<file path="config.mk">
export PLATFORM = sky130hd
export DESIGN_NAME = fcmp_pipe
export DESIGN_NICKNAME = d
export VERILOG_FILES = /design/src/rtl/fcmp_pipe.sv
export SDC_FILE = /design/constraint.sdc
export NUM_CORES = 1
export LEC_CHECK = 0
export CAP_MARGIN = 40
export CELL_PAD_IN_SITES_DETAIL_PLACEMENT = 1
export CELL_PAD_IN_SITES_GLOBAL_PLACEMENT = 1
export CORE_ASPECT_RATIO = 1.5
export CORE_MARGIN = 2
export CORE_UTILIZATION = 35
export DETAILED_ROUTE_END_ITERATION = 7
export PLACE_DENSITY = 0.8
export RECOVER_POWER = 100
export SLEW_MARGIN = 15
export SYNTH_ARGS = -nofsm -noshare
export SYNTH_HDL_FRONTEND = slang
export SYNTH_SLANG_ARGS = --single-unit
</file>
<file path="constraint.sdc">
create_clock -name clk -period 2.7 [get_ports clk]
set_clock_uncertainty 0.2 [all_clocks]
set_input_delay 0.675 -clock clk [delete_from_list [all_inputs] [get_ports clk]]
set_output_delay 0.675 -clock clk [all_outputs]
set_load 0.01 [all_outputs]
</file>
<file path="src/rtl/fcmp_pipe.sv">
// Two-stage pipelined FP compare (feq/flt/fle) with valid/ready on both sides.
// Define FCMP_FLAGS_EN to build the invalid-operation flag path and out_nv port.
module fcmp_pipe #(
    parameter int TAG_W = 5
) (
    input  logic             clk,
    input  logic             rstn,
    input  logic             flush,
    input  logic             in_valid,
    output logic             in_ready,
    input  logic [1:0]       in_op,
    input  logic [31:0]      in_x1,
    input  logic [31:0]      in_x2,
    input  logic [TAG_W-1:0] in_tag,
    output logic             out_valid,
    input  logic             out_ready,
    output logic [31:0]      out_result,
    output logic [TAG_W-1:0] out_tag,
`ifdef FCMP_FLAGS_EN
    output logic             out_nv,
`endif
    output logic             busy
);

    logic             s1_v;
    logic [1:0]       s1_op;
    logic [31:0]      s1_x1;
    logic [31:0]      s1_x2;
    logic [TAG_W-1:0] s1_tag;

    logic             s2_v;
    logic             s2_cmp;
    logic [TAG_W-1:0] s2_tag;

    logic             s1_adv;
    logic             s2_adv;

    logic [30:0]      m1;
    logic [30:0]      m2;
    logic             sg1;
    logic             sg2;
    logic             nan1;
    logic             nan2;
    logic             eq;
    logic             lt;
    logic             cmp;

    assign s2_adv   = !s2_v || out_ready;
    assign s1_adv   = !s1_v || s2_adv;
    assign in_ready = s1_adv;
    assign busy     = s1_v || s2_v;

    // Zero exponent flushes to +0 so that +0/-0 and denormals compare equal.
    always_comb begin
        m1   = (s1_x1[30:23] == 8'd0) ? 31'd0 : s1_x1[30:0];
        m2   = (s1_x2[30:23] == 8'd0) ? 31'd0 : s1_x2[30:0];
        sg1  = s1_x1[31] && (m1 != 31'd0);
        sg2  = s1_x2[31] && (m2 != 31'd0);
        nan1 = (&s1_x1[30:23]) && (|s1_x1[22:0]);
        nan2 = (&s1_x2[30:23]) && (|s1_x2[22:0]);
        eq   = (m1 == m2) && (sg1 == sg2);
        if (sg1 != sg2) begin
            lt = sg1;
        end else if (sg1) begin
            lt = m1 > m2;
        end else begin
            lt = m1 < m2;
        end
        case (s1_op)
            2'b00:   cmp = !(nan1 || nan2) && eq;
            2'b01:   cmp = !(nan1 || nan2) && lt;
            2'b10:   cmp = !(nan1 || nan2) && (lt || eq);
            default: cmp = 1'b0;
        endcase
    end

`ifdef FCMP_FLAGS_EN
    logic s2_nv;
    logic nv;

    // feq signals only on signalling NaN; ordered compares on any NaN.
    always_comb begin
        case (s1_op)
            2'b00:   nv = (nan1 && !s1_x1[22]) || (nan2 && !s1_x2[22]);
            2'b01:   nv = nan1 || nan2;
            2'b10:   nv = nan1 || nan2;
            default: nv = 1'b0;
        endcase
    end

    assign out_nv = s2_nv;
`endif

    always_ff @(posedge clk or negedge rstn) begin
        if (!rstn) begin
            s1_v   <= 1'b0;
            s1_op  <= 2'b00;
            s1_x1  <= 32'd0;
            s1_x2  <= 32'd0;
            s1_tag <= '0;
        end else if (flush) begin
            s1_v <= 1'b0;
        end else if (s1_adv) begin
            s1_v <= in_valid;
            if (in_valid) begin
                s1_op  <= in_op;
                s1_x1  <= in_x1;
                s1_x2  <= in_x2;
                s1_tag <= in_tag;
            end
        end
    end

    always_ff @(posedge clk or negedge rstn) begin
        if (!rstn) begin
            s2_v   <= 1'b0;
            s2_cmp <= 1'b0;
            s2_tag <= '0;
`ifdef FCMP_FLAGS_EN
            s2_nv  <= 1'b0;
`endif
        end else if (flush) begin
            s2_v <= 1'b0;
        end else if (s2_adv) begin
            s2_v <= s1_v;
            if (s1_v) begin
                s2_cmp <= cmp;
                s2_tag <= s1_tag;
`ifdef FCMP_FLAGS_EN
                s2_nv  <= nv;
`endif
            end
        end
    end

    assign out_valid  = s2_v;
    assign out_result = {31'd0, s2_cmp};
    assign out_tag    = s2_tag;

endmodule

</file>
# After elaboration in Yosys (flattened, before gate mapping)
# Index checks and enable logic that the tools add are counted.
# op_classes
order_cmp,2
eq_ne,5
muxes,9
n_bitwise,1
reduce_logical,29
# ops
cell,n
31-bit two-way mux,2
31-bit nonzero test,2
23-bit OR reduction,2
31-bit == test,1
31-bit greater-than comparator,1
31-bit < comparator,1
8-bit zero test,2
8-bit AND reduction,2
1-bit logical AND,8
1-bit two-way mux,6
3-bit AND reduction,2
1-bit logical OR,5
2-bit nonzero test,2
1-bit zero test,3
1-bit case mux with 3 select lines,1
"2-bit by 1-bit == test with 1-bit output, second input constant",1
"2-bit == test, second input constant",1
2-bit zero test,1
1-bit == test,1
1-bit != test,1
1-bit inverter,1
# totals
register_bits,79
inputBits,76
output_inout_bits,40
wordCells,54

# Logic depth before layout (Yosys ltp)
# Gate-level depths: netlist (run 1).
# depth
ltp_word,9
depth_mapped,11
depth_no_buf,10

# Worst setup path after synthesis (run 1)
# Ideal clock, no wire load.
# synth_path
path_type,register to register
from,reg s1_x1[24]
to,reg s2_cmp
setup_time_ps,99
t_arrival_ps,2644
required_time_ps,2401
slack_ps,-243
path_stages_with_launch,12
path_buffers,1
period_less_slack_ps,2943
path_cell_list,dfrtp_1 -> nor4_1 -> nand2_1 -> clkbuf_1 -> and2_1 -> ha_1 -> a21oi_1 -> a21oi_1 -> o31a_1 -> o41ai_2 -> or2b_1 -> a311oi_1
# synth_between
elab_chain_cells,9
word_cells_on_any_way,21
classes_between,2 x order compare; 3 x eq/ne; 4 x mux; 12 x reduce/logical
# synth_rtl
item,line,source
"start, declared",27,logic [31:0] s1_x1;
"start signal, assigned",107,s1_x1 <= in_x1;
"parallel branches: the longest is 8 deep, another holds 31-bit < comparator",--,
1-bit case mux with 3 select lines *,69,case (s1_op)
"end signal, assigned",127,s2_cmp <= cmp;
"end, declared",32,logic s2_cmp;
# Mark *: on every way between the ends.
# A chain may end at the register's enable or synchronous reset.

# Worst setup path after layout (run 1)
# layout_path
from,reg s1_x1[25]
to,reg s2_cmp
# Same word-level chain as after synthesis.

==> run_results.csv, run 1 <==
group,metric,value,unit
layout,area_delta_synth_final,38.87,%
timing,fin_ws,-490.5,ps
worst_setup_path,crit-reg2reg-capture,"s2_cmp$_DFFE_PN0P_",
timing,slew-limit-headroom,31.54,%
global_route,track_usage,19.72,%
synthesis,post_synth.cell_area_avg,11.20,um^2
die,dieArea,13740,um^2
die,die_x,96.38,um
layout,diodes,0,
placement,io_buffers,84,
worst_setup_path,worstSetupPathType,"reg2reg",
layout,nNetsFinal,633,
synthesis,synth_ff_type,"dfrtp_1",
pwr,p_leak,2.723,nW
clock_tree,clk_latency,340,ps
clock_tree,tritoncts,"yes",
timing,holdWs,275.2,ps
synthesis,yosysSeqAreaShare,44.12,%
layout,final-instance-count-excl-fill,684,
routing,firstDrtPassIters,4,
synthesis,syn_area,4481,um^2
worst_setup_path,required,2710,ps
timing,drv_slew,0,
run_status,violations,"negative setup slack",
worst_setup_path,reg2reg_from,"s1_x1[25]$_DFFE_PN0P_",
run,cap_violations,0,
routing,drc,0,
global_route,grt_pass1_vias,3954,
synthesis,synth_largest_area_cell,"dfrtp_1",
clock_tree,hold_buffers,0,
global_route,grt-ovfl-total,0,
synthesis,synth_seq_cells,79,
timing,worstMarginPinSlew,1027,ps
layout,layout-drive-gt1-share,18.37,%
pwr,total_power,4.044,mW
timing,tns,-490.5,ps
pwr,ir_drop,0.0003435,V
routing,wl_per_cell,19.06,um
synthesis,synth_cells,400,
run_status,status,"finished, violations left",
worst_setup_path,crit_fanout,8,
timing,period_needed,3191,ps
global_route,grt_pass1_wl,20320,um
worst_setup_path,ff2ff_setup_slack,-490,ps
worst_setup_path,worstPathArrival,3200,ps
clock_tree,cts-root-buf,"clkbuf_16",
routing,postRouteAntennaNets,0,
routing,wl,13040,um
timing,finalSetupViolCount,1,
pwr,powerDensity,649.9,nW/um^2
worst_setup_path,startpoint_type,"flip-flop",
worst_setup_path,worstRegToRegCells,11,
global_route,grt_max_degree,42,
global_route,antenna_found_initial,0,
placement,placed_cell_area,5623,um^2
layout,finish.utilization,49.73,%
clock_tree,cts_buffer_depth,2,
die,chipHeight,142.6,um
synthesis,ys_types,38,
clock_tree,cts_sinks,79,
synthesis,synthTopCellsByCount,"79 x dfrtp_1, 76 x mux2_1, 34 x ha_1",
synthesis,yosysWarnings,0,
hold_path,holdCritPathClass,"in2async",
die,io_pins,116,
synthesis,synth_async_sr_flop_share,100.0,%
worst_setup_path,cp-end-kind,"flip-flop",
clock_tree,htree_levels,3,
die,initial_utilization,35.81,%
timing,fmax,0.3134,GHz
die,row_count,50,
routing,vias,3471,
synthesis,synth_edf_count,0,
routing,drt-initial-drc-count,115,
routing,vias_per_cell,5.075,
timing,period_share,118.2,%
placement,dpl.cell_count,652,
synthesis,synth.most_common_cell,"dfrtp_1",
placement,dp_hpwl,9351,um
synthesis,synthTopCellsByArea,"dfrtp_1 44%, mux2_1 19%, ha_1 9.5%, buf_4 5.4%, and2_1 3.2%",
layout,stdcell_area,6222,um^2
timing,rsz0062_at_grt,"true",
die,coreArea,12510,um^2
placement,gp_congestion,0.8837,
clock_tree,numCtsBuffers,9,
timing,hold_viol_final,0,
placement,post-place-ws,-446.2,ps
clock_tree,clk_pin_slew,60,ps
synthesis,yosysTopAreaCellShare,44.12,%
==> cells by family (layout without fill, tap and decap cells) <==
group | after synthesis | after routing | synth area share (%)
buf+inv | 64 | 161 | 8.266
flops | 79 | 79 | 44.12
fa+ha+maj | 34 | 34 | 9.495
mux | 76 | 76 | 19.10
compound gates | 33 | 33 | 5.027
simple gates | 113 | 114 | 13.91
other cells | 1 | 31 | 0.08370
==> flip-flops by register name, summed over array words and instances, names as in the netlist <==
signal,count
s1_x1,32
s1_x2,32
out_tag,5
s1_tag,5
s1_op,2
out_valid,1
s1_v,1
s2_cmp,1
==> timing repair <==
item                       in CTS  in global routing
setup buffers                   6                  8
setup endpoints to repair       2                  1
gates resized for setup        19                 15
pin swaps                      23                 11
gates cloned                    1                  1
==> final cells by class <==
| cell class | instances | area (um^2) |
|---|---|---|
| Inverter | 11 | 41.29 |
| Sequential cell | 79 | 1977 |
| Clock buffer | 11 | 252.7 |
| Multi-Input combinational cell | 288 | 2455 |
| Fill cell | 1343 | 6290 |
| Tap cell | 156 | 195.2 |
| Timing Repair Buffer | 134 | 1221 |
| Clock inverter | 5 | 80.08 |
==> cell usage in the layout (no fill, tap or decap), types with 8 or more instances in the layout <==
cell / n
a21oi_1: 14
and2_1: 20
buf_4: 40
clkbuf_16: 9
clkdlybuf4s50_1: 73
conb_1: 31
dfrtp_1: 79
dlygate4sd3_1: 9
ha_1: 24
ha_4: 9
inv_1: 11
mux2_1: 76
nand2_1: 32
nand4_1: 14
nor2_1: 8
nor4_1: 10
==> how the worst max path moves through the flow <==
stage	startpoint	to	slack, ps	cells after the start
floorplan	s1_x1[25]$_DFFE_PN0P_	s2_cmp$_DFFE_PN0P_	-210	11
global route	s1_x1[25]$_DFFE_PN0P_	s2_cmp$_DFFE_PN0P_	-610	11
finish	s1_x1[25]$_DFFE_PN0P_	s2_cmp$_DFFE_PN0P_	-490	11
CTS	s1_x1[24]$_DFFE_PN0P_	s2_cmp$_DFFE_PN0P_	-410	11
global placement	s1_x1[25]$_DFFE_PN0P_	s2_cmp$_DFFE_PN0P_	-290	11
detailed placement	s1_x1[25]$_DFFE_PN0P_	s2_cmp$_DFFE_PN0P_	-450	11
==> worst max-delay path: stages (launching register included) <==
cell and delay [ps]:
dfrtp_1 390, nor4_2 310, nand2_1 160, buf_6 170
and2_1 170, ha_1 330, nand4_1 230, nor4_4 260
nand3_2 160, nor3b_4 190, o41ai_2 400, a311oi_2 100
==> power by group <==
group / internal (mW) / total (mW) / leakage, nW / switching, mW
clock: 0.858 / 1.35 / 0.158 / 0.492
combinational: 0.609 / 1.15 / 1.63 / 0.539
sequential: 1.38 / 1.55 / 0.932 / 0.171
total: 2.84 / 4.04 / 2.72 / 1.20
==> layer usage <==
metal,vias to the layer above,routed length (um),share of wire [%],global-route usage (%)
li1,1605,-,-,-
met1,1730,4718,36,20.20
met2,100,7362,56,37.43
met3,36,449,3.4,3.284
met4,0,507,3.9,9.414
met5,-,0,0,0
Power figures use the tool's default switching activity.
==> run 2, diff against run 1 <==
--- a/config.mk
+++ b/config.mk
@@ -10,9 +10,12 @@
 export CELL_PAD_IN_SITES_GLOBAL_PLACEMENT = 1
 export CORE_ASPECT_RATIO = 1.5
 export CORE_MARGIN = 2
-export CORE_UTILIZATION = 35
+export CORE_UTILIZATION = 45
+export CTS_CLUSTER_SIZE = 12
 export DETAILED_ROUTE_END_ITERATION = 7
-export PLACE_DENSITY = 0.8
+export DONT_BUFFER_PORTS = 1
+export GPL_TIMING_DRIVEN = 0
+export PLACE_DENSITY = 0.78
 export RECOVER_POWER = 100
 export SLEW_MARGIN = 15
 export SYNTH_ARGS = -nofsm -noshare
==> run_results.csv, run 2 (synthesis results as in run 1) <==
group,metric,value,unit
placement,dpl.cell_count,545,
layout,layout-drive-gt1-share,21.18,%
timing,drv_slew,0,
placement,io_buffers,0,
routing,vias_per_cell,5.508,
layout,stdcell_area,5319,um^2
pwr,p_leak,2.434,nW
global_route,grt_pass1_vias,3576,
routing,drt-initial-drc-count,95,
pwr,total_power,3.613,mW
layout,final_cell_mix,"78 x dfrtp_1, 76 x mux2_1, 46 x buf_4",
run_status,status,"finished, violations left",
timing,fmax,0.3105,GHz
global_route,grt_max_degree,80,
clock_tree,htree_levels,3,
run,cap_violations,0,
die,initial_utilization,46.24,%
pwr,powerDensity,679.2,nW/um^2
layout,final-instance-count-excl-fill,577,
layout,layout_commonest_cell,"dfrtp_1",
clock_tree,cts-root-buf,"clkbuf_16",
worst_setup_path,worstSetupPathType,"reg2reg",
timing,slew-limit-headroom,62.57,%
routing,wl,11490,um
worst_setup_path,required,2710,ps
die,chipHeight,126.2,um
placement,placed_cell_area,4738,um^2
layout,nNetsFinal,564,
clock_tree,tritoncts,"yes",
layout,reg.largest.list,"s1_x1: 32 flops, s1_x2: 32 flops",
hold_path,holdCritPathClass,"in2async",
routing,vias,3178,
run_status,violations,"negative hold slack, negative setup slack",
clock_tree,numCtsBuffers,9,
global_route,track_usage,22.06,%
worst_setup_path,worstPathArrival,3230,ps
placement,gp_congestion,0.7991,
worst_setup_path,crit_fanout,10,
timing,period_needed,3221,ps
die,row_count,44,
layout,area_delta_synth_final,18.71,%
worst_setup_path,cp-end-kind,"flip-flop",
timing,finalSetupViolCount,1,
routing,drc,0,
pwr,ir_drop,0.0004342,V
die,coreArea,9689,um^2
die,dieArea,10790,um^2
timing,period_share,119.3,%
global_route,grt-ovfl-total,0,
timing,hold_viol_final,79,
timing,rsz0062_at_grt,"true",
clock_tree,clk_pin_slew,60,ps
routing,firstDrtPassIters,5,
timing,fin_ws,-520.8,ps
placement,dp_hpwl,8274,um
timing,holdWs,-170.5,ps
layout,finish.utilization,54.89,%
clock_tree,cts_sinks,79,
timing,worstMarginPinSlew,556.3,ps
clock_tree,cts_buffer_depth,2,
routing,postRouteAntennaNets,0,
global_route,antenna_found_initial,3,
global_route,grt_pass1_wl,18060,um
clock_tree,clk_latency,340,ps
routing,wl_per_cell,19.92,um
die,die_x,85.47,um
worst_setup_path,startpoint_type,"flip-flop",
die,io_pins,116,
-- run 2: changes by cell type in the layout (fill, tap and decap cells not counted), sizes merged --
cell / delta
diode: +4
clkdlybuf4s50: -73
clkinvlp: -2
nand2: -1
dlygate4sd3: -9
dlygate4sd2: -1
clkinv: +2
bufinv: -1
buf: +10
clkbuf: +5
-- run 2: what timing repair did --
item	in CTS	in global routing
buffers inserted	11	2
pin swaps	16	11
gates cloned	0	0
endpoints found under the hold margin	79	79
setup endpoints to repair	1	1
resized for setup	19	18
-- run 2: report_power, final --
group	switching [mW]	internal (mW)
clock network	0.462	0.756
logic	0.413	0.413
registers	0.192	1.38
total	1.07	2.55
-- run 2: final cells by class --
cell class	instances	area, um^2
Buffer	53	351.6
Sequential cell	79	1978
Tap cell	115	143.9
Inverter	11	41.29
Clock buffer	11	252.7
Multi-Input combinational cell	287	2399
Timing Repair Buffer	13	97.59
Clock inverter	4	45.04
Fill cell	1051	4370
Antenna cell	4	10.01
-- run 2: final timing paths --
path | startpoint | endpoint | slack, ps | cells after the start
worst max-delay path | s1_x1[25]$_DFFE_PN0P_ | s2_cmp$_DFFE_PN0P_ | -520 | 11
worst min-delay path | rstn | s1_x1[16]$_DFFE_PN0P_ | -170 | 0
worst max register to register | s1_x1[25]$_DFFE_PN0P_ | s2_cmp$_DFFE_PN0P_ | -520 | 11
worst min register to register | s1_tag[4]$_DFFE_PN0P_ | s1_tag[4]$_DFFE_PN0P_ | 280 | 1
max in group asynchronous | rstn | out_tag[0]$_DFFE_PN0P_ | 2340 | 0
min in group clk | flush | s1_v$_DFFE_PN0P_ | 190 | 1
-- run 2: critical path: stages (launching register included) --
cell	delay [ps]
dfrtp_1	410
nor4_2	320
nand2_2	170
buf_6	180
and2_1	160
ha_1	290
nand4_1	220
nor4_4	330
nand3_2	160
nor3b_4	190
o41ai_2	360
a311oi_2	80
-- run 2: per-stage QoR --
step | hold WS, ps | worst slack (ps) | setup TNS, ps
floorplan | 179.4 | -208.0 | -208.0
global placement | 182.2 | -663.2 | -663.2
detailed placement | 181.4 | -729.4 | -729.4
CTS | -176.2 | -484.7 | -484.7
global route | -181.0 | -686.6 | -686.6
finish | -170.5 | -520.8 | -520.8
-- run 2: per-layer routing --
metal | up-vias | global-route usage (%) | share of wire (%)
met4 | 0 | 11.20 | 3.1
met3 | 28 | 4.784 | 5.0
met2 | 100 | 41.68 | 57
li1 | 1472 | - | -
met5 | - | 0 | 0
met1 | 1578 | 22.01 | 35
